`config.mk`:
```
export PLATFORM = sky130hd
export DESIGN_NAME = uart_tx_arbiter
export DESIGN_NICKNAME = d
export VERILOG_FILES = /design/src/rtl/uart_arb_pkg.sv /design/src/rtl/uart_rr_pick.sv /design/src/rtl/uart_tx_arbiter.sv
export SDC_FILE = /design/constraint.sdc
export NUM_CORES = 1
export LEC_CHECK = 0
export BUFFER_PORTS_ARGS = -buffer_cell sky130_fd_sc_hd__clkbuf_2
export CORE_ASPECT_RATIO = 0.5
export CORE_UTILIZATION = 40
export DETAILED_ROUTE_END_ITERATION = 7
export PLACE_DENSITY = 0.76
export SLEW_MARGIN = 30
export SYNTH_ARGS = -nofsm -noshare
export SYNTH_HDL_FRONTEND = slang
export SYNTH_SLANG_ARGS = --single-unit
```
`constraint.sdc`:
```
create_clock -name Clk -period 2.2 [get_ports Clk]
set_input_delay 0 -clock Clk [delete_from_list [all_inputs] [get_ports Clk]]
set_output_delay 0 -clock Clk [all_outputs]
set_load 0.03 [all_outputs]
```
`src/rtl/uart_arb_pkg.sv`:
```
// Shared definitions for the UART transmit arbiter: FSM state encoding and default parameters.
// Latency: none (package only).
// Backpressure: n/a.
package uart_arb_pkg;

   // Default configuration of the arbiter.
   localparam int ARB_NUM_REQ_DEF   = 4;
   localparam int ARB_DATA_BITS_DEF = 8;
   localparam int ARB_TIMEOUT_DEF   = 64;

   // Transaction FSM: IDLE -> START -> BUSY -> DONE -> IDLE.
   // START -> DONE directly is the abort path when the timeout feature is built in.
   typedef enum logic [1:0] {
      IDLE  = 2'd0,
      START = 2'd1,
      BUSY  = 2'd2,
      DONE  = 2'd3
   } arb_state_t;

endpackage

```
`src/rtl/uart_rr_pick.sv`:
```
// Round-robin winner search: first requester found at last_winner+1, +2, ... modulo NUM_REQ.
// Latency: purely combinational.
// Backpressure: none; the caller decides when the result is consumed.
// Ports: req (request vector), last_winner (index of the previous owner),
//        winner (selected index, only meaningful when valid), valid (any request present).
module uart_rr_pick
   import uart_arb_pkg::*;
#(
   parameter int NUM_REQ = ARB_NUM_REQ_DEF,
   parameter int IDX_W   = $clog2(NUM_REQ)
) (
   input  logic [NUM_REQ-1:0] req,
   input  logic [IDX_W-1:0]   last_winner,
   output logic [IDX_W-1:0]   winner,
   output logic               valid
);

   logic [IDX_W-1:0] cand;

   always_comb begin
      winner = last_winner;
      valid  = 1'b0;
      cand   = '0;
      // offset NUM_REQ wraps back to last_winner itself, so a lone requester
      // is re-granted after its own turn
      for (int off = 1; off <= NUM_REQ; off++) begin
         cand = IDX_W'((int'(last_winner) + off) % NUM_REQ);
         if (!valid && req[cand]) begin
            valid  = 1'b1;
            winner = cand;
         end
      end
   end

endmodule

```
`src/rtl/uart_tx_arbiter.sv`:
```
// Arbitrates NUM_REQ byte requesters onto one UART transmitter with round-robin fairness.
// Latency: request seen in IDLE gives Transmit_Start/Grant/Tx_Data one cycle later; Ack one cycle after Tx_Busy falls.
// Backpressure: Tx_Busy or BIST_Busy hold new grants in IDLE; Req is held by the requester until its Ack.
// Ports: Clk/Rst_n (baud clock, async active-low reset); Req/Req_Data (per-requester request and byte);
//        Grant/Ack (one-hot owner and completion pulse); Tx_Data/Transmit_Start/Tx_Busy (UART transmitter side);
//        BIST_Busy (self-test blocks new grants); Arb_Busy (FSM not IDLE); Timeout (abort pulse).
// Build option: define UART_ARB_TIMEOUT_EN to abort a START that sees no Tx_Busy within TIMEOUT_CYCLES.
module uart_tx_arbiter
   import uart_arb_pkg::*;
#(
   parameter int NUM_REQ        = ARB_NUM_REQ_DEF,
   parameter int DATA_BITS      = ARB_DATA_BITS_DEF,
   parameter int TIMEOUT_CYCLES = ARB_TIMEOUT_DEF
) (
   input  logic                         Clk,
   input  logic                         Rst_n,
   input  logic [NUM_REQ-1:0]           Req,
   input  logic [NUM_REQ*DATA_BITS-1:0] Req_Data,
   output logic [NUM_REQ-1:0]           Grant,
   output logic [NUM_REQ-1:0]           Ack,
   output logic [DATA_BITS-1:0]         Tx_Data,
   output logic                         Transmit_Start,
   input  logic                         Tx_Busy,
   input  logic                         BIST_Busy,
   output logic                         Arb_Busy,
   output logic                         Timeout
);

   localparam int IDX_W = $clog2(NUM_REQ);

   if (NUM_REQ < 2 || NUM_REQ > 8 || DATA_BITS < 1 || TIMEOUT_CYCLES < 1) begin : g_bad_cfg
      $error("uart_tx_arbiter: parameter out of range");
   end

   arb_state_t             state;
   arb_state_t             state_nxt;
   logic [NUM_REQ-1:0]     grant;
   logic [DATA_BITS-1:0]   tx_data;
   logic [IDX_W-1:0]       win_idx;
   logic [IDX_W-1:0]       last_winner;

   logic [IDX_W-1:0]       pick_idx;
   logic                   pick_vld;
   logic [NUM_REQ-1:0]     pick_onehot;
   logic [DATA_BITS-1:0]   pick_data;
   logic                   to_hit;

   uart_rr_pick #(
      .NUM_REQ (NUM_REQ),
      .IDX_W   (IDX_W)
   ) u_pick (
      .req         (Req),
      .last_winner (last_winner),
      .winner      (pick_idx),
      .valid       (pick_vld)
   );

   assign pick_onehot = NUM_REQ'(1) << pick_idx;
   assign pick_data   = Req_Data[int'(pick_idx) * DATA_BITS +: DATA_BITS];

`ifdef UART_ARB_TIMEOUT_EN
   localparam int CNT_W = $clog2(TIMEOUT_CYCLES + 1);

   logic [CNT_W-1:0] to_cnt;
   logic             aborted;

   // to_cnt holds the number of START cycles already completed, so the final
   // START cycle is the one where it reads TIMEOUT_CYCLES-1.
   assign to_hit = (state == START) && !Tx_Busy && (to_cnt == CNT_W'(TIMEOUT_CYCLES - 1));

   always_ff @(posedge Clk or negedge Rst_n) begin
      if (!Rst_n) begin
         to_cnt  <= '0;
         aborted <= 1'b0;
      end else begin
         if (state == START && state_nxt == START) begin
            to_cnt <= to_cnt + CNT_W'(1);
         end else begin
            to_cnt <= '0;
         end
         // remembers that the DONE being entered is an abort, so Timeout pulses with Ack
         if (to_hit) begin
            aborted <= 1'b1;
         end else if (state == DONE) begin
            aborted <= 1'b0;
         end
      end
   end

   assign Timeout = (state == DONE) && aborted;
`else
   assign to_hit  = 1'b0;
   assign Timeout = 1'b0;
`endif

   always_comb begin
      state_nxt = state;
      case (state)
         IDLE: begin
            if (pick_vld && !Tx_Busy && !BIST_Busy) begin
               state_nxt = START;
            end
         end
         START: begin
            // a late Tx_Busy in the final START cycle still wins over the abort
            if (Tx_Busy) begin
               state_nxt = BUSY;
            end else if (to_hit) begin
               state_nxt = DONE;
            end
         end
         BUSY: begin
            if (!Tx_Busy) begin
               state_nxt = DONE;
            end
         end
         DONE: begin
            state_nxt = IDLE;
         end
         default: begin
            state_nxt = IDLE;
         end
      endcase
   end

   always_ff @(posedge Clk or negedge Rst_n) begin
      if (!Rst_n) begin
         state       <= IDLE;
         grant       <= '0;
         tx_data     <= '0;
         win_idx     <= IDX_W'(NUM_REQ - 1);
         last_winner <= IDX_W'(NUM_REQ - 1);
      end else begin
         state <= state_nxt;
         case (state)
            IDLE: begin
               // Req/Req_Data are only looked at here; the captured byte and owner
               // stay frozen until DONE regardless of what the requester does.
               if (state_nxt == START) begin
                  grant   <= pick_onehot;
                  tx_data <= pick_data;
                  win_idx <= pick_idx;
               end
            end
            DONE: begin
               grant       <= '0;
               last_winner <= win_idx;
            end
            default: begin
            end
         endcase
      end
   end

   assign Grant          = grant;
   assign Tx_Data        = tx_data;
   assign Transmit_Start = (state == START);
   assign Arb_Busy       = (state != IDLE);
   assign Ack            = (state == DONE) ? grant : '0;

endmodule

```
After elaboration in Yosys (flattened, before gate mapping)
Index checks and enable logic that the tools add are counted.
- register bits after elaboration: 18
- output and inout bits: 19
- word-level logic and storage cells: 58
- add/sub/neg operators: 4
- magnitude comparators: 4
- eq/ne operators: 5
- shift-type cells: 2
- mux-type cells: 23
- reduce and logical (&&, ||, !) cells: 15
- operators with widths (cell ; number):
    variable part select 32 x 6 -> 8 bit ; 1
    two-way mux 2 bit ; 7
    < comparator 2 x 3 -> 1 bit (second input constant) ; 4
    binary-select mux 1 bit (select 2 bit) ; 4
    two-way mux 1 bit ; 8
    two-way mux 4 bit ; 2
    one-hot mux 2 bit (4 select lines) ; 1
    one-hot mux 4 bit (2 select lines) ; 1
    logical AND 1 bit ; 5
    logical NOT 1 bit ; 5
    adder 2 x 1 -> 2 bit (second input constant) ; 2
    adder 2 bit (second input constant) ; 2
    equality test 2 x 1 -> 1 bit (second input constant) ; 2
    equality test 2 bit (second input constant) ; 2
    AND reduction 2 bit ; 2
    nonzero test 2 bit ; 2
    << shifter 1 x 2 -> 4 bit (first input constant) ; 1
    logical NOT 2 bit ; 1
    != test 2 bit (second input constant) ; 1

Longest topological paths before layout
Gate-level depths: netlist (run 1).
- depth in word-level cells: 20
- mapped depth: 8
- depth with buffers taken out: 5

Cells and area by module
A second synthesis (run 1) with hierarchy kept.
- cells, all modules: 84
- area total of the unflattened synthesis: 1073.5 um^2
- by module, submodules not included (module ; times used ; cells each ; area an instance (um^2)):
    uart_tx_arbiter ; 1 ; 70 ; 991.0
    uart_rr_pick ; 1 ; 14 ; 82.6

Worst setup path after synthesis (run 1)
Ideal clock, no wire load.
- path type: reg-to-reg
- start: reg state[1]
- end: reg tx_data[1] (netlist: Tx_Data[1])
- library setup time: 0.080 ns
- data arrival time: 1.912 ns
- data required time: 2.120 ns
- slack: 0.208 ns
- cell stages (with the launch flop): 8
- buffers on the path: 3
- period minus slack after synthesis: 1.992 ns
- path through: dfrtp_1 > buf_6 > or2_1 > or4_1 > buf_2 > buf_6 > a211o_1 > o211ai_2
- longest elaborated chain between the ends: 4
- elaborated cells between the ends (all ways): 10
- classes of those cells: 4 x eq/ne; 4 x mux; 2 x reduce/logical
- RTL lines (what ; line ; source):
    start: declaration ; uart_tx_arbiter.sv:35 ; arb_state_t state;
    start signal: assignment ; uart_tx_arbiter.sv:134 ; state <= state_nxt;
    equality test 2 bit (tied with other cells) ; uart_tx_arbiter.sv:98 ; case (state)
    one-hot mux 2 bit (4 select lines) ; uart_tx_arbiter.sv:98 ;
    equality test 2 x 1 -> 1 bit ; uart_tx_arbiter.sv:139 ; if (state_nxt == START) begin
    AND reduction 2 bit (no source line) (*) ; n/a ;
    end signal: assignment ; uart_tx_arbiter.sv:141 ; tx_data <= pick_data;
    end: declaration ; uart_tx_arbiter.sv:38 ; logic [DATA_BITS-1:0] tx_data;
Every way passes the cells marked *; elsewhere a longest branch is shown, timed or not.
A chain may end at the register's enable or synchronous reset.

Worst setup path in the final report (run 1)
- start: reg last_winner[0]
- end: reg tx_data[1] (netlist: Tx_Data[1])
- longest elaborated chain between the ends: 19
- elaborated cells between the ends (all ways): 33
- classes of those cells: 4 x add/sub; 1 x eq/ne; 1 x shift; 18 x mux; 9 x reduce/logical
- RTL lines (what ; line ; source):
    start: declaration ; uart_tx_arbiter.sv:40 ; logic [IDX_W-1:0] last_winner;
    start signal: assignment ; uart_tx_arbiter.sv:132 ; last_winner <= IDX_W'(NUM_REQ - 1);
    start signal: assignment ; uart_tx_arbiter.sv:147 ; last_winner <= win_idx;
    adder 2 x 1 -> 2 bit ; uart_rr_pick.sv:27 ; cand = IDX_W'((int'(last_winner) + off) % NUM_REQ);
    binary-select mux 1 bit (select 2 bit) ; uart_rr_pick.sv:28 ; if (!valid && req[cand]) begin
    two-way mux 1 bit (implied by the code) ; uart_rr_pick.sv:28 ;
    two-way mux 1 bit ; uart_rr_pick.sv:28 ;
    logical NOT 1 bit ; uart_rr_pick.sv:28 ;
    logical AND 1 bit ; uart_rr_pick.sv:28 ;
    two-way mux 1 bit ; uart_rr_pick.sv:28 ;
    logical NOT 1 bit ; uart_rr_pick.sv:28 ;
    [... 2 more ...] ; n/a ;
    logical NOT 1 bit ; uart_rr_pick.sv:28 ;
    logical AND 1 bit ; uart_rr_pick.sv:28 ;
    two-way mux 1 bit ; uart_rr_pick.sv:28 ;
    logical AND 1 bit (2 in series) ; uart_tx_arbiter.sv:100 ; if (pick_vld && !Tx_Busy && !BIST_Busy) begin
    two-way mux 2 bit ; uart_tx_arbiter.sv:100 ;
    one-hot mux 2 bit (4 select lines) ; uart_tx_arbiter.sv:98 ;
    equality test 2 x 1 -> 1 bit ; uart_tx_arbiter.sv:139 ;
    AND reduction 2 bit (no source line) ; n/a ;
Parallel ways exist; a longest one is shown, timed or not. The select of a mux whose other input is x is not followed.

==> summary.txt, run 1 <==
Worst setup path
  – Slowest stage delay, CP: 580 ps
  – Worst Path Arrival: 2060 ps
  – Reg-to-reg critical path startpoint: last_winner[0]$_DFFE_PN1P_
  – Reg2Reg Depth: 6
  – CP cell instances: nand2b_1 -> nor2_1 -> nor3_2 -> buf_4 -> mux2i_1 -> o211ai_2
  – CP Max Fanout: 10
  – Worst reg2reg endpoint: Tx_Data[1]$_DFFE_PN0P_
  – CP required: 2340 ps
  – Setup CP Type: register to register
  – CP startpoint kind: register
  – CP max stage cell: nor2_1
  – Crit. End Element: register
  – Reg2Reg Setup Slack: 270 ps

Power and ir drop
  – Clock share of power: 13.4%
  – Comb power frac: 56.4%
  – Switching share of power: 45.9%
  – Leakage: 0.833 nW
  – Switching power: 0.929 mW
  – Peak VDD IR: 602 uV
  – Power Density: 1260 mW/mm^2
  – Internal power: 1.09 mW
  – Post-layout total power: 2.02 mW
  – Part of the power in registers: 30.1%

Routing
  – Drt first pass iters: 4
  – Via count: 1202
  – Routed wire length: 3200 um
  – Via-to-Cell Ratio: 5.39
  – Post-DRT Antenna Nets: 0
  – Wire per inst: 14.3 um
  – Initial DRC count: 70
  – # DRC: 0

Global routing
  – Largest net degree at the start of global routing: 19
  – GRT overflow: 0
  – Initial antenna violation count: 0
  – Global-route usage over all layers: 22.5%
  – Vias in the first global route: 1162
  – Global-route wire length before repair: 5350 um

Place
  – RD Place Congestion: 0.752
  – Dpl hpwl: 2420 um
  – Number of port buffers: 57
  – Placed instance area: 0.00153 sq mm

STA
  – Max_slew headroom: 50.2%
  – Clock period minus worst slack: 1930 ps
  – Hold Violations, Final: 0
  – Final setup fails: 0
  – Fmax: 519 MHz
  – RSZ-0062 raised after global routing: false
  – TNS Setup: 0 ps
  – Worst clock skew: 2.86 ps
  – Worst slew pin tran: 744 ps
  – Fin crit share: 87.6%
  – Slew Limit Fails: 0
  – Worst hold slack: 39.4 ps

Synth
  – Synth warnings: 0
  – Syn Std Cell Area: 0.00122 sq mm
  – Avg Inst Size Synth: 9.60 sq um
  – Post-synth top area share: 28.7%
  – Area leader, netlist: dfrtp_1
  – Most used DFF post-synth: dfrtp_1
  – Number of flops mapped to enable cells by yosys: 0
  – Synth Register Bits: 18
  – Top cells by area, synth: dfrtp_1 (29%), dfstp_2 (8.6%), o211ai_2 (8.2%), mux2i_1 (6.6%), a211o_1 (5.7%)
  – Cells after Synth: 127
  – Syn nets: 167
  – Seq/Total Area, Yosys: 37.4%
  – Ys async rst share: 100%
  – Library cells used by synthesis: 35

CTS
  – CTS clk-pin slew, worst paths: 70 ps
  – Skew-Pair Late Insertion Delay: 250 ps
  – Root buffer cell: clkbuf_8
  – H-tree levels: 1
  – Number of post-CTS setup repair buffers: 0
  – CTS tree: done
  – Clock tree buffer depth: 2
  – CTS buffer count: 3
  – CTS Sinks: 18

Floorplan
  – Initial Utilization: 44.6%
  – Core Area: 0.00273 sq mm
  – Die Width: 80.1 um
  – FP Rows: 13
  – Chip Height: 41.0 um
  – Io pins: 59
  – Die area: 0.00328 sq mm

Cells and area
  – Fraction of layout cells with a size suffix above 1: 47.3%
  – Nets: 227
  – Leading cell type in the layout, fill and taps excluded: clkbuf_2
  – # fillers: 242
  – Final Util: 58.8%
  – Cell area after layout: 0.00161 sq mm
  – Antenna Cells: 0
  – Most frequent cells in the layout: clkbuf_2 (57), nand2_1 (17), dfrtp_1 (14)
  – Synth-to-layout area growth: 31.9%

Job
  – Max-cap violations: 0

Hold path
  – Hold EP: Tx_Data[3]$_DFFE_PN0P_
  – Hold Path Class: input pin to register
  – Hold_sp: Req_Data[27]
  – Hold path cells: 3

Outcome
  – Status: complete, no violations
[state kept, by name, indices dropped and copies added, names as in the netlist]
| name | flops |
|---|---|
| Grant | 4 |
| Tx_Data | 8 |
| last_winner | 2 |
| state | 2 |
| win_idx | 2 |
[logic make-up (layout without fill, tap and decap cells)]
family / Yosys count / after routing / share of synthesized area [%]
multiplexers: 10 / 10 / 8.42
AO/OA/AOI/OAI: 37 / 37 / 25.7
flip-flops: 18 / 18 / 37.4
AND/OR/NAND/NOR: 46 / 46 / 20.5
XOR/XNOR: 1 / 1 / 0.719
other: 1 / 1 / 0.308
buffers and inverters: 14 / 73 / 6.98
[worst max path at each step]
stage                                     from                endpoint  slack, ps  depth (start not counted)
floorplan                   state[1]$_DFF_PN0_  Tx_Data[1]$_DFFE_PN0P_        210                          7
global placement    last_winner[0]$_DFFE_PN1P_  Tx_Data[7]$_DFFE_PN0P_        390                          6
detailed placement  last_winner[0]$_DFFE_PN1P_  Tx_Data[1]$_DFFE_PN0P_        280                          6
CTS                 last_winner[0]$_DFFE_PN1P_  Tx_Data[1]$_DFFE_PN0P_        250                          6
global route        last_winner[0]$_DFFE_PN1P_  Tx_Data[1]$_DFFE_PN0P_        130                          6
finish              last_winner[0]$_DFFE_PN1P_  Tx_Data[1]$_DFFE_PN0P_        270                          6
[critical path, delay by kind of cell (launching register included)]
kind            cells  cell delay, ps
buf+inv             1             210
compound gates      1             100
mux                 1             220
flops               1             390
simple gates        3             890
[final cells by class]
class,count,area [sq um],share of cell area [%]
Multi-Input combinational cell,95,678,42.2
Sequential cell,18,455,28.3
Timing Repair Buffer,67,365,22.7
Clock buffer,4,55.1,3.42
Tap cell,37,46.3,2.88
Inverter,2,7.51,0.467
[synth_stat cells, drive strengths merged, types with 2 or more instances]
library cell / instances
o31ai: 8
nor2: 2
buf: 11
a21oi: 2
a211o: 8
o211ai: 8
dfstp: 4
inv: 2
and3: 5
o21ai: 7
nand2: 17
dfrtp: 14
mux2: 2
a22o: 2
mux2i: 8
or2: 3
nand2b: 4
nand3: 2
nand4: 8
[through the flow]
step           cells  setup slack, ps
4_1_cts          223              253
6_report         223              273
2_1_floorplan    127              208
3_5_place_dp     217              281
3_3_place_gp     217              395
5_1_grt          223              133
[per-layer routing]
metal	part of all wire (%)	vias to the layer above	track usage, %
met5	0	-	0
met4	0.59	0	7.14
met3	5.0	2	5.33
met2	48	38	40.6
met1	46	569	28.0
li1	-	593	-
[power by group through the flow]
| stage | clock [mW] | combinational (mW) | sequential [mW] |
|---|---|---|---|
| 2_1_floorplan | 0 | 0.659 | 0.776 |
| 3_3_place_gp | 0 | 1.12 | 0.611 |
| 3_5_place_dp | 0 | 1.14 | 0.616 |
| 4_1_cts | 0.277 | 1.15 | 0.610 |
| 5_1_grt | 0.300 | 1.25 | 0.629 |
| 6_report | 0.272 | 1.14 | 0.610 |
[timing repair]
action	in CTS	in global routing
hold endpoints to repair	15	0
endpoints found under the setup margin	0	0
hold buffers	2	0
resized for setup	0	0
(Power assumes the default switching activity.)
==> inputs of run 2 (changes only) <==
CORE_ASPECT_RATIO = unset   (was 0.5)
CORE_MARGIN = 4   (was unset)
SKIP_CTS_REPAIR_TIMING = 1   (was unset)
==> run 2 against run 1 <==
  * Via count grew 2.6%
  * Routed wire length grew 4.9%
  * Global-route usage shrank 5.5 points
  * Flip-flop and latch count did not move
  * Core utilization is 3.2 points lower
  * Worst setup slack lost 120 ps
  * Clock power decreased by 26%
  * Register-to-register slack worse by 120 ps
  * First-iteration DRC count fell by 76%
  * Fmax fell by 5.7%
==> summary.txt, run 2 (synthesis results as in run 1) <==
CTS
  – CTS buffer count: 3 (unchanged)
  – CTS clk-pin slew, worst paths: 100 ps (+30 ps)
  – CTS tree: done
  – CTS Sinks: 18 (unchanged)
  – Clock tree buffer depth: 2 (unchanged)
  – Skew-Pair Late Insertion Delay: 290 ps (+40 ps)
  – Root buffer cell: clkbuf_4
  – H-tree levels: 1 (unchanged)

Routing
  – Via count: 1233 (+2.6%)
  – # DRC: 0 (unchanged)
  – Post-DRT Antenna Nets: 0 (unchanged)
  – Drt first pass iters: 4 (unchanged)
  – Via-to-Cell Ratio: 5.71 (+5.9%)
  – Initial DRC count: 17 (-76%)
  – Routed wire length: 3350 um (+4.9%)
  – Wire per inst: 15.5 um (+8.3%)

Cells and area
  – Most frequent cells in the layout: clkbuf_2 (57), nand2_1 (17), dfrtp_1 (14)
  – Leading cell type in the layout, fill and taps excluded: clkbuf_2
  – Max FFs per register: 8 (unchanged)
  – Fraction of layout cells with a size suffix above 1: 47.0% (-0.28 points)
  – Nets: 226 (-0.44%)
  – Antenna Cells: 0 (unchanged)
  – Final non-filler cell total: 216 (-3.1%)
  – Synth-to-layout area growth: 29.2%

Worst setup path
  – Cell family with most CP delay: simple AND/OR/NAND/NOR gates
  – Reg2Reg Depth: 5 (-1)
  – CP required: 2420 ps (+80 ps)
  – Worst path bufs/invs: 1 (unchanged)
  – Critical Path Source: state[1]$_DFF_PN0_
  – Worst reg2reg endpoint: Tx_Data[5]$_DFFE_PN0P_
  – CP cell instances: or2_1 -> or4_1 -> buf_4 -> a211o_1 -> o211ai_2
  – Reg-to-reg critical path startpoint: state[1]$_DFF_PN0_
  – Slowest stage delay, CP: 700 ps (+120 ps)
  – CP max stage cell: or4_1
  – CP startpoint kind: register
  – Crit. End Element: register
  – Reg2Reg Setup Slack: 160 ps (-120 ps)
  – CP Max Fanout: 14 (+4)
  – Worst Path Arrival: 2260 ps (+200 ps)
  – Setup CP Type: register to register
  – Worst path depth: 5 (-1)

Place
  – Placed cells: 210 (-3.2%)
  – Pre-CTS setup slack: 193 ps (-88.1 ps)
  – Dpl hpwl: 2610 um (+7.7%)
  – RD Place Congestion: 0.845 (+12%)
  – Number of port buffers: 57 (unchanged)

Power and ir drop
  – Part of the power in registers: 31.3% (+1.2 points)
  – Clock share of power: 10.2% (-3.2 points)
  – Post-layout total power: 1.95 mW (-3.5%)
  – Comb power frac: 58.5% (+2.1 points)
  – Switching power: 0.925 mW (-0.47%)
  – Power Density: 1240 mW/mm^2 (-1.4%)
  – Switching share of power: 47.4% (+1.4 points)
  – Leakage: 0.821 nW (-1.4%)
  – Peak VDD IR: 600 uV (-0.33%)
  – Internal power: 1.03 mW (-6.1%)

Hold path
  – Hold Path Class: input pin to register
  – Hold EP: Tx_Data[2]$_DFFE_PN0P_
  – Hold path cells: 3 (unchanged)
  – Hold_sp: Req_Data[18]

STA
  – Fmax: 489 MHz (-5.7%)
  – Worst hold slack: 5.29 ps (-34.2 ps)
  – RSZ-0062 raised after global routing: false
  – TNS Setup: 0 ps (unchanged)
  – Worst clock skew: 5.74 ps (+2.88 ps)
  – Final setup fails: 0 (unchanged)
  – Slew Limit Fails: 0 (unchanged)
  – Fin crit share: 92.9% (+5.3 points)
  – Clock period minus worst slack: 2040 ps (+116 ps)
  – Worst Slack Setup Final: 157 ps (-116 ps)
  – Hold Violations, Final: 0 (unchanged)

Floorplan
  – Chip Height: 63.2 um (+54%)
  – Initial Utilization: 43.1% (-1.5 points)
  – Io pins: 59 (unchanged)
  – Die Width: 63.2 um (-21%)
  – Die area: 0.00399 sq mm (+22%)
  – Core Area: 0.00283 sq mm (+3.5%)
  – FP Rows: 19 (+6)

Global routing
  – Global-route usage over all layers: 17.0% (-5.5 points)
  – Initial antenna violation count: 0 (unchanged)
  – GRT overflow: 0 (unchanged)
  – Global-route wire length before repair: 5580 um (+4.1%)
  – Largest net degree at the start of global routing: 19 (unchanged)
  – Vias in the first global route: 1219 (+4.9%)

Job
  – Max-cap violations: 0 (unchanged)

Outcome
  – Status: complete, no violations
==> run 2: changes by cell type in the layout (fill, tap and decap cells not counted) <==
cell | before | now
clkbuf_4 | 0 | 3
clkbuf_8 | 4 | 1
buf_4 | 8 | 7
==> run 2: final cells by class <==
cell class	count	area (sq um)
Tap cell	31	38.8
Clock buffer	4	36.3
Fill cell	251	1250
Timing Repair Buffer	66	358
Inverter	2	7.51
Sequential cell	18	455
Multi-Input combinational cell	95	678
==> run 2: layer usage <==
metal / vias to the layer above / wire [um] / global-route usage [%]
met2: 58 / 1600 / 29.4
met1: 586 / 1470 / 21.4
met4: 0 / 23 / 4.85
met3: 2 / 259 / 3.37
li1: 587 / - / -
met5: - / 0 / 0
==> run 2: how the worst max path moves through the flow <==
stage | to | slack (ps)
2_1_floorplan | Tx_Data[1]$_DFFE_PN0P_ | 210
3_3_place_gp | Tx_Data[1]$_DFFE_PN0P_ | 240
3_5_place_dp | Tx_Data[5]$_DFFE_PN0P_ | 190
5_1_grt | Tx_Data[5]$_DFFE_PN0P_ | 70
4_1_cts | Tx_Data[5]$_DFFE_PN0P_ | 160
6_report | Tx_Data[5]$_DFFE_PN0P_ | 160
==> run 2: metrics by stage <==
| step | area [sq um] | utilization (%) |
|---|---|---|
| global route | 1570 | 55.6 |
| CTS | 1550 | 54.9 |
| finish | 1570 | 55.6 |
| detailed placement | 1520 | 53.6 |
| floorplan | 1220 | - |
| global placement | 1520 | 53.6 |
==> run 2: worst register-to-register path, stage by stage (launching register included) <==
cell and delay (ps):
dfrtp_1 380, or2_1 240, or4_1 700, buf_4 280
a211o_1 300, o211ai_2 80
==> run 2: power by group through the flow <==
stage,Clock (mW),Combinational (mW),Sequential (mW)
floorplan,0,0.659,0.776
global placement,0,1.11,0.610
detailed placement,0,1.14,0.613
CTS,0.205,1.14,0.612
global route,0.219,1.24,0.633
finish,0.200,1.14,0.611
